--- config.mk ---
export PLATFORM = sky130hd
export DESIGN_NAME = instr_fetch_unit_flat
export DESIGN_NICKNAME = d
export VERILOG_FILES = /design/src/rtl/mips_pkg.sv /design/src/rtl/instr_fetch_unit_if.sv /design/src/rtl/fetch_pc_reg.sv /design/src/rtl/instr_fetch_unit.sv /design/src/flat_wrapper.sv
export SDC_FILE = /design/constraint.sdc
export NUM_CORES = 1
export LEC_CHECK = 0
export CAP_MARGIN = 20
export CORE_MARGIN = 2
export CORE_UTILIZATION = 45
export CTS_CLUSTER_DIAMETER = 200
export CTS_CLUSTER_SIZE = 20
export DETAILED_ROUTE_END_ITERATION = 8
export PLACE_DENSITY = 0.89
export SYNTH_ARGS = -nofsm -noshare
export SYNTH_HDL_FRONTEND = slang
export SYNTH_SLANG_ARGS = --single-unit
--- constraint.sdc ---
create_clock -name clk -period 5.9 [get_ports clk]
set_input_delay 1.18 -clock clk [delete_from_list [all_inputs] [get_ports clk]]
set_output_delay 1.18 -clock clk [all_outputs]
set_load 0.02 [all_outputs]
--- src/rtl/mips_pkg.sv ---
// Shared definitions for the MIPS front end: fetch FSM states, widths, reset PC.
package mips_pkg;

  localparam int unsigned INSTR_W = 32;
  localparam int unsigned ADDR_W  = 32;

  localparam logic [ADDR_W-1:0] DEFAULT_RESET_PC = 32'h0000_0000;

  // FETCH: request out; WAIT: granted, awaiting data; HOLD: instruction offered;
  // DISCARD: granted fetch made stale by a redirect, awaiting its response.
  typedef enum logic [1:0] {
    StFetch,
    StWait,
    StHold,
    StDiscard
  } fetch_state_e;

  // Instruction addresses are word aligned; the two low bits are never stored.
  function automatic logic [ADDR_W-1:0] word_align(input logic [ADDR_W-1:0] addr);
    return {addr[ADDR_W-1:2], 2'b00};
  endfunction

endpackage

--- src/rtl/instr_fetch_unit_if.sv ---
// Fetch unit bus bundle: instruction memory req/gnt/rvalid side, datapath
// valid/ready side, redirect input and the performance counter.
interface instr_fetch_unit_if #(
  parameter int unsigned CNT_W = 32
);
  import mips_pkg::*;

  logic                 imem_req;
  logic [ADDR_W-1:0]    imem_addr;
  logic                 imem_gnt;
  logic                 imem_rvalid;
  logic [INSTR_W-1:0]   imem_rdata;

  logic                 instr_valid;
  logic [INSTR_W-1:0]   instr;
  logic [ADDR_W-1:0]    instr_pc;
  logic                 instr_ready;

  logic                 redirect_valid;
  logic [ADDR_W-1:0]    redirect_pc;

  logic [CNT_W-1:0]     fetch_cnt;

  // Fetch unit side.
  modport master (
    output imem_req, imem_addr, instr_valid, instr, instr_pc, fetch_cnt,
    input  imem_gnt, imem_rvalid, imem_rdata, instr_ready, redirect_valid, redirect_pc
  );

  // Memory / datapath side.
  modport slave (
    input  imem_req, imem_addr, instr_valid, instr, instr_pc, fetch_cnt,
    output imem_gnt, imem_rvalid, imem_rdata, instr_ready, redirect_valid, redirect_pc
  );

endinterface

--- src/rtl/fetch_pc_reg.sv ---
// Program counter: async reset, word-aligned redirect load, +4 sequential step.
module fetch_pc_reg
  import mips_pkg::*;
#(
  parameter logic [ADDR_W-1:0] RESET_PC = DEFAULT_RESET_PC
) (
  input  logic              clk,
  input  logic              reset,
  input  logic              inc,
  input  logic              load,
  input  logic [ADDR_W-1:0] load_pc,
  output logic [ADDR_W-1:0] pc
);

  logic [ADDR_W-1:0] pc_q;

  // Redirect load wins over the sequential increment; +4 wraps naturally.
  always_ff @(posedge clk or posedge reset) begin
    if (reset) begin
      pc_q <= word_align(RESET_PC);
    end else if (load) begin
      pc_q <= word_align(load_pc);
    end else if (inc) begin
      pc_q <= pc_q + 32'd4;
    end
  end

  assign pc = pc_q;

endmodule

--- src/rtl/instr_fetch_unit.sv ---
// Instruction fetch front end: one outstanding imem fetch at a time, presents
// the fetched word to the datapath and drops stale fetches on redirect.
module instr_fetch_unit
  import mips_pkg::*;
#(
  parameter logic [ADDR_W-1:0] RESET_PC = DEFAULT_RESET_PC,
  parameter int unsigned       CNT_W    = 32
) (
  input  logic                clk,
  input  logic                reset,
  instr_fetch_unit_if.master  bus
);

  fetch_state_e       state_q, state_d;
  logic [ADDR_W-1:0]  pc;
  logic               pc_inc;
  logic               pc_load;
  logic               capture;
  logic               cnt_inc;
  logic [INSTR_W-1:0] instr_q;
  logic [ADDR_W-1:0]  instr_pc_q;
  logic [CNT_W-1:0]   cnt_q;

  fetch_pc_reg #(
    .RESET_PC (RESET_PC)
  ) u_pc (
    .clk     (clk),
    .reset   (reset),
    .inc     (pc_inc),
    .load    (pc_load),
    .load_pc (bus.redirect_pc),
    .pc      (pc)
  );

  // State register.
  always_ff @(posedge clk or posedge reset) begin
    if (reset) begin
      state_q <= StFetch;
    end else begin
      state_q <= state_d;
    end
  end

  // Next state and datapath controls; a redirect overrides every other event.
  always_comb begin
    state_d = state_q;
    pc_inc  = 1'b0;
    pc_load = bus.redirect_valid;
    capture = 1'b0;
    cnt_inc = 1'b0;
    unique case (state_q)
      StFetch: begin
        if (bus.imem_gnt) begin
          state_d = bus.redirect_valid ? StDiscard : StWait;
        end
      end
      StWait: begin
        if (bus.imem_rvalid) begin
          if (bus.redirect_valid) begin
            state_d = StFetch;
          end else begin
            capture = 1'b1;
            state_d = StHold;
          end
        end else if (bus.redirect_valid) begin
          state_d = StDiscard;
        end
      end
      StHold: begin
        if (bus.redirect_valid) begin
          state_d = StFetch;
        end else if (bus.instr_ready) begin
          pc_inc  = 1'b1;
          cnt_inc = 1'b1;
          state_d = StFetch;
        end
      end
      StDiscard: begin
        // The stale response always ends the discard; a redirect arriving with
        // it has already retargeted pc, so fetching resumes from the latest target.
        if (bus.imem_rvalid) begin
          state_d = StFetch;
        end
      end
      default: state_d = StFetch;
    endcase
  end

  // Instruction capture on the accepted response.
  always_ff @(posedge clk or posedge reset) begin
    if (reset) begin
      instr_q    <= '0;
      instr_pc_q <= '0;
    end else if (capture) begin
      instr_q    <= bus.imem_rdata;
      instr_pc_q <= pc;
    end
  end

  // Saturating count of consumed instructions.
  always_ff @(posedge clk or posedge reset) begin
    if (reset) begin
      cnt_q <= '0;
    end else if (cnt_inc && (cnt_q != {CNT_W{1'b1}})) begin
      cnt_q <= cnt_q + 1'b1;
    end
  end

  // Request is masked during reset even though the state already reads FETCH.
  assign bus.imem_req    = (state_q == StFetch) && !reset;
  assign bus.imem_addr   = pc;
  assign bus.instr_valid = (state_q == StHold);
  assign bus.instr       = instr_q;
  assign bus.instr_pc    = instr_pc_q;
  assign bus.fetch_cnt   = cnt_q;

endmodule

--- src/flat_wrapper.sv ---
// flat-port wrapper written by rule: the top's interface ports become plain ports
module instr_fetch_unit_flat import mips_pkg::*;
#(
  parameter logic [ADDR_W-1:0] RESET_PC = DEFAULT_RESET_PC,
  parameter int unsigned       CNT_W    = 32
)
  (clk, reset, bus_imem_req, bus_imem_addr, bus_instr_valid, bus_instr, bus_instr_pc, bus_fetch_cnt, bus_imem_gnt, bus_imem_rvalid, bus_imem_rdata, bus_instr_ready, bus_redirect_valid, bus_redirect_pc);
  instr_fetch_unit_if #(.CNT_W(CNT_W)) bus_i ();
  input  logic clk;
  input  logic reset;
  output wire logic [$bits(bus_i.imem_req)-1:0] bus_imem_req;
  output wire logic [$bits(bus_i.imem_addr)-1:0] bus_imem_addr;
  output wire logic [$bits(bus_i.instr_valid)-1:0] bus_instr_valid;
  output wire logic [$bits(bus_i.instr)-1:0] bus_instr;
  output wire logic [$bits(bus_i.instr_pc)-1:0] bus_instr_pc;
  output wire logic [$bits(bus_i.fetch_cnt)-1:0] bus_fetch_cnt;
  input wire logic [$bits(bus_i.imem_gnt)-1:0] bus_imem_gnt;
  input wire logic [$bits(bus_i.imem_rvalid)-1:0] bus_imem_rvalid;
  input wire logic [$bits(bus_i.imem_rdata)-1:0] bus_imem_rdata;
  input wire logic [$bits(bus_i.instr_ready)-1:0] bus_instr_ready;
  input wire logic [$bits(bus_i.redirect_valid)-1:0] bus_redirect_valid;
  input wire logic [$bits(bus_i.redirect_pc)-1:0] bus_redirect_pc;
  assign bus_imem_req = bus_i.imem_req;
  assign bus_imem_addr = bus_i.imem_addr;
  assign bus_instr_valid = bus_i.instr_valid;
  assign bus_instr = bus_i.instr;
  assign bus_instr_pc = bus_i.instr_pc;
  assign bus_fetch_cnt = bus_i.fetch_cnt;
  assign bus_i.imem_gnt = bus_imem_gnt;
  assign bus_i.imem_rvalid = bus_imem_rvalid;
  assign bus_i.imem_rdata = bus_imem_rdata;
  assign bus_i.instr_ready = bus_instr_ready;
  assign bus_i.redirect_valid = bus_redirect_valid;
  assign bus_i.redirect_pc = bus_redirect_pc;
  instr_fetch_unit #(.RESET_PC(RESET_PC), .CNT_W(CNT_W)) u_core (.clk(clk), .reset(reset), .bus(bus_i));
endmodule
* After elaboration in Yosys (flattened, before gate mapping)
Index checks and enable logic that the tools add are counted.
** Word-level totals
- Input bits :: 70
- Bits in registers :: 130
- Output and inout port bits :: 130
- Logic and storage cells :: 38
** Operators by class
- Eq/ne operators :: 8
- Reduce and logical (&&, ||, !) cells :: 6
- Add/subtract/negate cells :: 2
- Muxes and demuxes :: 17
** Operator list (number)
- 2-to-1 mux 32 bit :: 2
- adder 32 x 1 -> 32 bit (second input constant) :: 1
- adder 32 x 3 -> 32 bit (second input constant) :: 1
- inequality test 32 bit (second input constant) :: 1
- 2-to-1 mux 2 bit :: 8
- one-hot mux 2 bit (4 select lines) :: 1
- 2-to-1 mux 1 bit :: 6
- == test 2 bit (second input constant) :: 2
- inequality test 2 bit (second input constant) :: 2
- AND reduction 4 bit :: 1
- inequality test 3 x 1 -> 1 bit (second input constant) :: 1
- inequality test 3 bit (second input constant) :: 1
- == test 2 x 1 -> 1 bit (second input constant) :: 1
- logical AND 1 bit :: 2
- zero test 2 bit :: 1
- nonzero test 2 bit :: 1
- zero test 1 bit :: 1

* Longest topological paths before layout
Gate-level depths: netlist of the first run.
- Word-level depth :: 5
- Depth in mapped cells :: 7
- Mapped depth without buffers :: 6

* Hierarchy
From an unflattened synthesis of the first run, not the netlist that was laid out.
** Second synthesis, totals
- Cell total of the unflattened synthesis :: 490
- Area total of the unflattened synthesis :: 5835.6 um^2
** Modules (own cells, without submodules)
- instr_fetch_unit :: cells an instance 293, times used 1, area each 4047.6 um^2, sequential area each 2452.4 um^2
- fetch_pc_reg :: cells an instance 197, times used 1, area each 1788.0 um^2, sequential area each 750.7 um^2

* Least setup slack after synthesis of the first run
Ideal clock, no wire load.
- Path kind :: input -> output
- Start point :: input reset
- End point :: output bus_imem_req
- Data required time :: 4.720 ns
- Cell stages on the path :: 1
- Setup slack :: 3.085 ns
- Path buffers :: 0
- Data arrival time :: 1.635 ns
- Cell sequence :: nor3_1
** Between the ends
- Word-level cells in the longest chain between the ends :: 2
** RTL lines
- from (decl) :: RTL line flat_wrapper.sv:10 : input logic reset;
- zero test 1 bit (no line)
- logical AND 1 bit :: RTL line instr_fetch_unit.sv:110 : assign bus.imem_req = (state_q == StFetch) && !reset;
- to (decl) :: RTL line flat_wrapper.sv:11 : output wire logic [$bits(bus_i.imem_req)-1:0] bus_imem_req;
No other way between the ends.

* Worst setup path after layout of the first run
Same ends and word-level chain as after synthesis.

==> results.cfg, run 1 <==
[floorplan]
fp-row-count = 41
ioPinCount = 200
die_h_microns = 117
start_util_pct = 45.6
die_w_microns = 117
dieArea_sq_um = 13600
coreArea_sq_um = 12500

[power_and_ir_drop]
power-per-cell-area_nw_per_um2 = 433
p_sw_share_pct = 31.0
leakage_nw = 3.51
p_seq_share_pct = 35.4
pwr-share-comb_pct = 34.4
internal_power_mw = 2.51
p_switching_mw = 1.13
clkPwrFrac_pct = 30.2
ir_drop_mv = 0.233

[synthesis]
syn_area_sq_um = 5710
synth_async_sr_flop_share_pct = 100
synthCells = 475
synth-xor-area-share_pct = 9.36
synth.mux.area_fraction_pct = 13.4
yosys_warnings = 0
yosysUniqueCellTypes = 39
synthAdderAreaFrac_pct = 0.439
synth_top_flop_cell = dfrtp_1
synth_top_area_share_pct = 55.3
postSynthAreaPerCell_sq_um = 12.0
synth_top_family_by_area = simple AND/OR/NAND/NOR gates
synth_area_leaders = dfrtp_1 55%, mux2_2 13%, xnor2_1 5.1%, xor2_1 4.3%, nand2_1 2.9%
yosys.area_share.simple_pct = 16.1
synth_enable_flop_cells = 0
synth_compound_area_share_pct = 3.05
ys_ff_latch = 126
yosysTopAreaCell = dfrtp_1
ys_seq_area_share_pct = 55.3

[place]
io_buffers = 193
dpl.hpwl_mm = 10.4
dp.cells = 824
place_ws_ps = 2190
finalWeightedCongestion = 0.911

[layout]
final_cells = 856
nets = 743
final_common_cell = clkdlybuf4s50_1
final_cell_mix = 192 x clkdlybuf4s50_1, 126 x dfrtp_1, 65 x mux2_2
layout-drive-gt1-share_pct = 16.4
finish.utilization_pct = 67.0
area_growth_pct = 47.0
antennaDiodeCount = 0

[route]
drc_errors = 0
drtIter0Drc = 264
vias_per_cell = 5.18
routed_wl_mm = 14.8
antenna_left = 0
vias = 4437
wl_per_cell_microns = 17.3
firstDrtPassIters = 4

[global_route]
grt_pass1_vias = 4621
grt_overflow = 0
gr-usage-met3_pct = 6.18
grtUsageMet2_pct = 37.8
grt_max_degree = 76
antenna_found_initial = 0
grt_pass1_wl_mm = 22.9
grt_use_met1_pct = 25.8
track_usage_pct = 21.9
grt-busiest-layer = met2

[clock_tree]
post_cts_buffers = 0
cts.path.max_buffers = 2
cts_max_level = 4
clk_pin_slew_ps = 50
root_buffer = clkbuf_16
insertion_delay_ps = 410
clock_sinks = 126
cts_tree = yes
cts_resized = 0
postCtsHoldBufs = 0
cts_buffers = 17

[sta]
hold_viol = 0
tightest_slew_ps = 918
rsz0062_at_grt = no
clock.fmax_mhz = 269
fin_crit_sh_pct = 63.1
period_needed_ps = 3720
slew_headroom_pct = 38.8
finalSetupTns_ps = 0
setup_ws_ps = 2180
slew_viol_final = 0
setup_viol = 0
worst_clock_skew_ps = 10.2

[setup_path]
worstPathMaxFanout = 2
endpoint_kind = output pin
slowest_stage = clkdlybuf4s50_1
cp-start-kind = input port
cp_cell_sequence = clkdlybuf4s50_1 -> nor3_1 -> clkdlybuf4s50_1
worst_path_most_repeated_cell = clkdlybuf4s50_1
critical_path_class = in -> out
required_ps = 4720
critPathArrivalTime_ps = 2540
cpPeakStageDelay_ps = 650

[hold_path]
hold_class = reg -> reg

[run_status]
outcome = complete, no violations

[run]
maxCapViolCount = 0
## sequential cells by signal, indices dropped and copies added, names as in the netlist
register	flops
u_core.bus.fetch_cnt	32
u_core.bus.instr	32
u_core.u_pc.pc	30
u_core.state_q	2
u_core.bus.instr_pc	30
## metrics by stage
stage | total power, mW | hold WS, ps | cell area, sq um
final | 3.63 | 498 | 8390
after global routing | 3.80 | 514 | 8390
after CTS | 3.67 | 500 | 8390
after detailed placement | 2.56 | 493 | 7760
after global placement | 2.51 | 486 | 7760
after floorplan | 1.91 | 532 | 5720
## path summary, 6_finish.rpt
check	start	to	slack, ps	cells after the start
max in group asynchronous	reset	u_core.bus.instr[30]$_DFFE_PP0P_	3260	3
worst min-delay path	u_core.bus.fetch_cnt[27]$_DFFE_PP0P_	u_core.bus.fetch_cnt[27]$_DFFE_PP0P_	500	1
min in group asynchronous	reset	u_core.bus.instr_pc[29]$_DFFE_PP0P_	1400	2
worst min register to register	u_core.bus.fetch_cnt[27]$_DFFE_PP0P_	u_core.bus.fetch_cnt[27]$_DFFE_PP0P_	500	1
worst max register to register	u_core.state_q[1]$_DFFE_PP0P_	u_core.bus.instr[9]$_DFFE_PP0P_	3520	4
worst max-delay path	reset	bus_imem_req	2180	3
## power by group through the flow
stage | combinational [mW] | sequential, mW | clock [mW]
after detailed placement | 1.26 | 1.30 | 0
after global placement | 1.23 | 1.28 | 0
after floorplan | 0.339 | 1.57 | 0
final | 1.25 | 1.29 | 1.10
after global routing | 1.33 | 1.32 | 1.15
after CTS | 1.26 | 1.29 | 1.11
## routing by layer
layer  vias up  routed length (microns)
met3        24                     1090
met5         -                        0
met1      2180                     5740
li1       2064                        -
met4         0                      314
met2       169                     7640
## worst max-delay path, delay by kind of cell
family | cells | cell delay [ps]
buf+inv | 2 | 1150
simple gates | 1 | 220
## layout make-up
class / instances / area (sq um)
repair buffers: 196 / 1950
clock inverters: 11 / 164
flip-flops and latches: 126 / 3150
fillers: 940 / 4130
multi-input cells: 326 / 2430
well taps: 172 / 215
clock buffers: 21 / 460
inverters: 4 / 17.5
## cells in the mapped netlist (9+ instances only)
cell type  number
and3_1         14
nand3_1        23
nor3_1          9
xor2_1         28
mux2_2         65
o21ai_0        26
nor2_1         13
clkbuf_1        9
nand4_1        21
nand2_1        44
xnor2_1        33
dfrtp_1       126
## logic make-up after synthesis
kind of cell | after synthesis
fa+ha+maj | 2
simple gates | 160
other cells | 1
mux | 68
buf+inv | 26
compound gates | 31
flops | 126
xor+xnor | 61
(Power assumes the default switching activity.)
==> run 2: changes to the inputs <==
==> constraint.sdc (replaced) <==
create_clock -name clk -period 3.6 [get_ports clk]
set_input_delay 0.72 -clock clk [delete_from_list [all_inputs] [get_ports clk]]
set_output_delay 0.72 -clock clk [all_outputs]
set_load 0.02 [all_outputs]
==> run 2 against run 1 <==
Effect of this change:
- power up 57%
- sequential cell count unchanged
- global-route usage down 0.74 points
- worst hold slack better by 4.2 ps
- clock-buffer cell count up 3
- via count about the same
- critical path type unchanged
- critical endpoint unchanged
- largest power group unchanged
==> results.cfg, run 2 (synthesis gave the netlist of run 1 again) <==
[run_status]
outcome = complete, no violations

[clock_tree]
cts_max_level = 4
root_buffer = clkbuf_16
clock_sinks = 126
postCtsHoldBufs = 0
clk_pin_slew_ps = 50
insertion_delay_ps = 410
post_cts_buffers = 0
cts_buffers = 17
cts.path.max_buffers = 2
cts_resized = 0
cts_tree = yes

[setup_path]
regToRegSetupSlack_ps = 1490
worstPathMaxFanout = 2
critPathArrivalTime_ps = 1970
required_ps = 2880
endpoint_kind = output pin
critical_path_class = in -> out
cp-start-kind = input port

[route]
drc_errors = 0
routed_wl_mm = 14.4
firstDrtPassIters = 5
vias_per_cell = 5.18
antenna_left = 0
vias = 4434
drtIter0Drc = 230
wl_per_cell_microns = 16.9

[place]
finalWeightedCongestion = 0.888
dp.cells = 826
dpl.hpwl_mm = 10.5
io_buffers = 193
place_ws_ps = 775

[run]
maxCapViolCount = 0

[sta]
slew_viol_final = 0
tightest_slew_ps = 718
fin_crit_sh_pct = 74.7
worst_clock_skew_ps = 9.61
period_needed_ps = 2690
slew_headroom_pct = 52.1
clock.fmax_mhz = 372
finalSetupTns_ps = 0
setup_viol = 0
rsz0062_at_grt = no
hold_viol = 0
setup_ws_ps = 912

[global_route]
grt_max_degree = 61
grt_pass1_vias = 4464
antenna_found_initial = 0
grt_pass1_wl_mm = 22.2
grt_overflow = 0
track_usage_pct = 21.1

[layout]
final_common_cell = clkdlybuf4s50_1
area_growth_pct = 46.0
final_cells = 856
nets = 745
final_cell_mix = 192 x clkdlybuf4s50_1, 126 x dfrtp_1, 65 x mux2_2
finish.utilization_pct = 66.5
antennaDiodeCount = 0
layout-drive-gt1-share_pct = 16.4

[floorplan]
coreArea_sq_um = 12500
die_w_microns = 117
start_util_pct = 45.6
ioPinCount = 200
die_h_microns = 117
fp-row-count = 41
dieArea_sq_um = 13600

[power_and_ir_drop]
power-per-cell-area_nw_per_um2 = 684
ir_drop_mv = 0.454
leakage_nw = 3.48
power_mw = 5.70

[hold_path]
hold_class = reg -> reg
## run 2: cell count changes in the layout (fill, tap and decap cells not counted), sizes merged
cell	change
bufinv	-4
clkinvlp	+1
inv	-1
clkbuf	+3
buf	+2
clkinv	-1
## run 2: final timing paths
check	from	endpoint	depth (start not counted)
max	reset	bus_imem_req	3
min	u_core.bus.instr_pc[18]$_DFFE_PP0P_	u_core.bus.instr_pc[18]$_DFFE_PP0P_	1
max reg2reg	u_core.bus.fetch_cnt[0]$_DFFE_PP0P_	u_core.bus.fetch_cnt[31]$_DFFE_PP0P_	6
min reg2reg	u_core.bus.instr_pc[18]$_DFFE_PP0P_	u_core.bus.instr_pc[18]$_DFFE_PP0P_	1
max in group asynchronous	reset	u_core.bus.fetch_cnt[30]$_DFFE_PP0P_	4
min in group asynchronous	reset	u_core.bus.instr[15]$_DFFE_PP0P_	2
## run 2: cell type report
class	instances	area, sq um
well taps	172	215
fillers	944	4190
inverters	4	18.8
multi-input cells	326	2430
repair buffers	198	1980
flip-flops and latches	126	3150
clock inverters	6	35.0
clock buffers	24	502
## run 2: where the power goes
part           switching [mW]  internal [mW]
clock network           0.577          0.958
registers               0.286           1.83
logic                   0.954           1.10
## run 2: through the flow
step | area [sq um] | hold slack (ps)
final | 8330 | 502
after global routing | 8330 | 519
after CTS | 8330 | 507
after detailed placement | 7790 | 495
after global placement | 7790 | 487
after floorplan | 5720 | 532
## run 2: worst max-delay path: stages
cell and delay, ps:
clkdlybuf4s50_1 460, nor3_1 150, clkdlybuf4s50_1 640
## run 2: metal layers
metal  vias up  global-route usage (%)  part of all wire (%)
li1       2070                       -                     -
met1      2176                    25.9                    41
met2       164                    35.3                    49
met3        24                    6.23                   7.7
met4         0                    8.24                   2.1
met5         -                       0                     0
==> run 3: changes to the inputs <==
--- a/config.mk
+++ b/config.mk
@@ -7,11 +7,11 @@
 export LEC_CHECK = 0
 export CAP_MARGIN = 20
 export CORE_MARGIN = 2
-export CORE_UTILIZATION = 45
+export CORE_UTILIZATION = 41
 export CTS_CLUSTER_DIAMETER = 200
 export CTS_CLUSTER_SIZE = 20
 export DETAILED_ROUTE_END_ITERATION = 8
-export PLACE_DENSITY = 0.89
+export PLACE_DENSITY = 0.86
 export SYNTH_ARGS = -nofsm -noshare
 export SYNTH_HDL_FRONTEND = slang
 export SYNTH_SLANG_ARGS = --single-unit
==> constraint.sdc (replaced) <==
create_clock -name clk -period 2.26 [get_ports clk]
set_input_delay 0.452 -clock clk [delete_from_list [all_inputs] [get_ports clk]]
set_output_delay 0.452 -clock clk [all_outputs]
set_load 0.02 [all_outputs]
==> run 3 against run 2 <==
Effect of this change:
- utilization is 3.9 points lower
- wire length grew 0.91%
- first-iteration DRC count down 22%
- critical path depth up 4
- worst hold slack got worse by 1.2 ps
- non-clock buffer count increased by 13
- register-to-register slack got worse by 1300 ps
- power is 69% higher
- combinational power is 60% higher
==> results.cfg, run 3 (synthesis gave the netlist of run 1 again) <==
[setup_path]
required_ps = 2540
critical_path_class = reg -> reg
worstPathMaxFanout = 7
cp-start-kind = flop
crit_start = u_core.bus.fetch_cnt[0]$_DFFE_PP0P_
rr_startpoint = u_core.bus.fetch_cnt[0]$_DFFE_PP0P_
endpoint_kind = flop
critPathArrivalTime_ps = 2310

[global_route]
grt_max_degree = 70
track_usage_pct = 20.0
grt_overflow = 0
antenna_found_initial = 0
grt_pass1_vias = 4405
grt_pass1_wl_mm = 22.8

[clock_tree]
cts_tree = yes
post_cts_buffers = 0
root_buffer = clkbuf_16
insertion_delay_ps = 410
clock_sinks = 126
cts_buffers = 17
cts_max_level = 4
postCtsHoldBufs = 0
clk_pin_slew_ps = 60
cts.path.max_buffers = 2

[sta]
finalSetupTns_ps = 0
tightest_slew_ps = 555
hold_viol = 0
slew_headroom_pct = 62.6
worst_clock_skew_ps = 9.26
slew_viol_final = 0
setup_ws_ps = 230
setup_viol = 0
clock.fmax_mhz = 493
rsz0062_at_grt = no
fin_crit_sh_pct = 89.8
period_needed_ps = 2030

[power_and_ir_drop]
power-per-cell-area_nw_per_um2 = 1120
leakage_nw = 3.62
ir_drop_mv = 0.719

[route]
vias_per_cell = 5.11
routed_wl_mm = 14.6
drtIter0Drc = 180
drc_errors = 0
wl_per_cell_microns = 16.6
firstDrtPassIters = 4
antenna_left = 0
vias = 4496

[layout]
final_cell_mix = 190 x clkdlybuf4s50_1, 126 x dfrtp_1, 65 x mux2_2
nets = 758
final_common_cell = clkdlybuf4s50_1
area_growth_pct = 50.5
antennaDiodeCount = 0
fill_cells = 1054
final_cells = 879
final_cell_area_sq_um = 8590
finish.utilization_pct = 62.6
layout-drive-gt1-share_pct = 18.5

[floorplan]
die_h_microns = 122
die_w_microns = 122
dieArea_sq_um = 14900
coreArea_sq_um = 13700
ioPinCount = 200
start_util_pct = 41.6
fp-row-count = 43

[place]
io_buffers = 193
place_area_sq_um = 7940
place_ws_ps = -107
dpl.hpwl_mm = 10.5
dp.cells = 847
finalWeightedCongestion = 0.907

[hold_path]
hold_path.startpoint = u_core.bus.instr[27]$_DFFE_PP0P_
hold_class = reg -> reg

[run_status]
outcome = complete, no violations

[run]
maxCapViolCount = 0
run 3: area by class of cell:
type | instances | area [sq um] | area share, %
Sequential cell | 126 | 3150 | 36.7
Inverter | 4 | 18.8 | 0.219
Tap cell | 180 | 225 | 2.62
Timing Repair Buffer | 211 | 2110 | 24.6
Clock inverter | 12 | 183 | 2.13
Multi-Input combinational cell | 326 | 2430 | 28.3
Clock buffer | 20 | 467 | 5.43
run 3: per-layer routing:
metal	track usage, %	routed length (microns)	vias up
met5	0	0	-
met4	8.48	278	0
met3	4.87	900	22
met2	33.5	7430	149
met1	24.7	5970	2225
li1	-	-	2100
run 3: path summary, 6_finish.rpt:
path | to | slack [ps] | cells past startpoint
max | u_core.bus.fetch_cnt[5]$_DFFE_PP0P_ | 230 | 7
min | u_core.bus.instr[27]$_DFFE_PP0P_ | 500 | 1
max reg2reg | u_core.bus.fetch_cnt[5]$_DFFE_PP0P_ | 230 | 7
min reg2reg | u_core.bus.instr[27]$_DFFE_PP0P_ | 500 | 1
max in group asynchronous | u_core.bus.instr_pc[6]$_DFFE_PP0P_ | 1270 | 4
min in group asynchronous | u_core.bus.instr[18]$_DFFE_PP0P_ | 650 | 4
run 3: repair_timing:
item,CTS,global route
endpoints found under the setup margin,1,1
gates cloned,0,0
hold endpoints to repair,0,0
resized for setup,1,1
run 3: report_power, final:
part | leakage (nW) | switching, mW | internal, mW
sequential | 1.58 | 0.455 | 2.91
clock | 0.309 | 1.02 | 1.94
combinational | 1.74 | 1.52 | 1.77
run 3: worst max-delay path: stages (launching register included):
cell     delay [ps]
dfrtp_1         440
ha_1            200
nand3_1         240
nor4_4          420
a21oi_2         110
buf_4           180
and3_1          170
xor2_1          140
run 3: stage by stage:
stage / total power [mW] / hold WS (ps)
6_report: 9.61 / 501
5_1_grt: 10.1 / 520
4_1_cts: 9.72 / 496
3_5_place_dp: 6.72 / 494
3_3_place_gp: 6.59 / 487
2_1_floorplan: 4.99 / 532
==> RTL edit (flow settings as in run 2) <==
`ADDR_W`: 32 -> 64.
--- a/src/rtl/mips_pkg.sv
+++ b/src/rtl/mips_pkg.sv
@@ -2,7 +2,7 @@
 package mips_pkg;
 
   localparam int unsigned INSTR_W = 32;
-  localparam int unsigned ADDR_W  = 32;
+  localparam int unsigned ADDR_W  = 64;
 
   localparam logic [ADDR_W-1:0] DEFAULT_RESET_PC = 32'h0000_0000;
 
Ports: changed (resized bus_imem_addr, bus_instr_pc and bus_redirect_pc); port bits go from 200 to 296. The function was not compared with the original's and may differ.
==> RTL edit against run 2 <==
  * Synthesized area rose by 56%
  * Largest cell class unchanged
  * Critical path type is now in2reg
  * Sequential cell count rose by 64
  * Design area rose by 54%
  * Clock skew rose by 0.0015 ns
  * Power rose by 50%
  * Critical endpoint is now u_core.u_pc.pc[54]
  * Worst setup slack got worse by 0.088 ns
  * Die area rose by 54%
  * Count of clock-buffer cells in the layout fell by 5
  * Wire length rose by 81%
==> RTL edit: results (changes against run 2) <==
status - complete, no violations
per-cell routed wire length - 19.1 um (+13%)
number of buffers added for setup after CTS - 0 (unchanged)
total number of vias - 7,635 (+72%)
data arrival time of the critical path - 3.11 ns (+1.14 ns)
layout cell share with drive strength beyond 1 - 0.145 (-0.0188)
internal reg-to-reg setup slack - 0.94 ns (-0.55 ns)
number of distinct standard cells referenced by the synthesized netlist - 50 (+28%)
switching share of power - 0.325 (+0.00638)
RR Endpoint - u_core.u_pc.pc[56]
family of cells with the greatest summed delay on the critical path - simple AND/OR/NAND/NOR gates
share of flip-flops with an asynchronous set or reset - 1.00 (unchanged)
maximum number of pins on one net before global-route repair - 119 (+95%)
Post-DP HPWL - 19.1 mm (+81%)
routability congestion estimate from global placement - 0.845 (-4.9%)
number of port buffers - 289 (+50%)
buffer cell driving the clock tree root - clkbuf_16
sequential cell area fraction in the yosys report - 0.534 (-0.0185)
worst clock skew - 0.0111 ns (+0.00149 ns)
first-pass GRT wire length - 40.0 mm (+80%)
Hold Path Class - reg2reg
endpoint with the worst hold slack - u_core.bus.fetch_cnt[11]
antenna violations before repair - 1 (+1)
largest driver fanout on the critical path - 12 (+10)
launch point of the worst reg-to-reg path - u_core.u_pc.pc[5]
Slowest-stage cell, CP - clkdlybuf4s50_1
Initial DRC Count - 459 (+100%)
number of nets at the end of the flow - 1,196 (+61%)
top cell types by occurrence after synthesis - 190 x dfrtp_1, 99 x mux2_2, 77 x nand2_1, 53 x xor2_1, 52 x o21ai_0
Total Wirelength - 26.2 mm (+81%)
number of global-route vias before repair - 7,543 (+69%)
Mapped Cells - 806 (+70%)
overall routing resource usage - 0.248 (+0.0369)
CTS Buffer Depth - 2 (unchanged)
largest stage delay on the critical path - 0.62 ns (-0.02 ns)
number of placed cells counting well taps - 1,338 (+62%)
depth of the worst hold-timing path - 1 (unchanged)
Worst Reg-to-Reg Cells - 5 (-1)
HP Start - u_core.bus.fetch_cnt[11]
crit path capture - u_core.u_pc.pc[54]
CTS HTree Levels - 4 (unchanged)
Setup crit start - bus_instr_ready
total CTS buffers - 17 (unchanged)
Synthesis Warnings - 0 (unchanged)
kind of critical path - in2reg
drt first pass iters - 5 (unchanged)
clock network latency to the later pin of the worst-skew pair - 0.42 ns
filler cell count in the final layout - 1,504 (+59%)
Synth area leaders - dfrtp_1 53%, mux2_2 13%, xor2_1 5.2%
maximum VDD drop - 0.000384 V (-15%)
Clock Pin Slew Worst Setup and Hold Paths - 0.07 ns (+0.02 ns)
post-cts sizing count - 0 (unchanged)
post-placement cell area - 0.0121 sq mm (+56%)
number of slew-limit violations in the final report - 0 (unchanged)
P_leak - 0.00520 uW (+49%)
Tightest Pin Transition - 0.744 ns (+0.0264 ns)
-- RTL edit: cell types whose count changed after synthesis, sizes merged, moves of 20 or more --
cell / change
o21ai: +25
mux2: +33
nand3: +20
nor2: +30
nand2: +33
xor2: +25
dfrtp: +64
-- RTL edit: metrics by stage --
stage | power, uW | util | setup slack [ns] | hold WS, ns
6_report | 8530 | 0.658 | 0.824 | 0.494
5_1_grt | 8910 | 0.658 | 0.742 | 0.516
4_1_cts | 8610 | 0.657 | 0.879 | 0.496
3_5_place_dp | 6430 | 0.623 | 0.468 | 0.480
3_3_place_gp | 6310 | 0.623 | 0.557 | 0.484
2_1_floorplan | 4760 | - | 0.432 | 0.575
-- RTL edit: kinds of logic after synthesis --
kind of cell,after synthesis,share of synthesized area
and+or+nand+nor,306,0.187
DFF,190,0.534
muxes,102,0.129
AOI/OAI and AO/OA,83,0.0534
xor gates and xnor gates,69,0.0679
buffers and inverters,53,0.0257
adders and majority gates,2,0.00281
other,1,0.000421
-- RTL edit: layout make-up --
class                           count  area share
Timing Repair Buffer              304       0.237
Inverter                           13     0.00411
Multi-Input combinational cell    566       0.308
Antenna cell                        1    0.000196
Sequential cell                   190       0.371
Clock buffer                       19      0.0346
Clock inverter                     12      0.0180
Tap cell                          265      0.0259
-- RTL edit: per-layer routing --
metal / vias to the layer above / wire (um) / global-route usage
met5: - / 0 / 0
met4: 0 / 838 / 0.107
met3: 68 / 1810 / 0.0579
met2: 312 / 13300 / 0.420
met1: 3772 / 10200 / 0.304
li1: 3483 / - / -
-- RTL edit: power by group through the flow --
stage | sequential (uW) | clock, uW | combinational (uW)
after floorplan | 3920 | 0 | 840
after global placement | 3190 | 0 | 3120
after detailed placement | 3240 | 0 | 3180
after CTS | 3200 | 2210 | 3200
after global routing | 3290 | 2280 | 3340
final | 3200 | 2170 | 3160
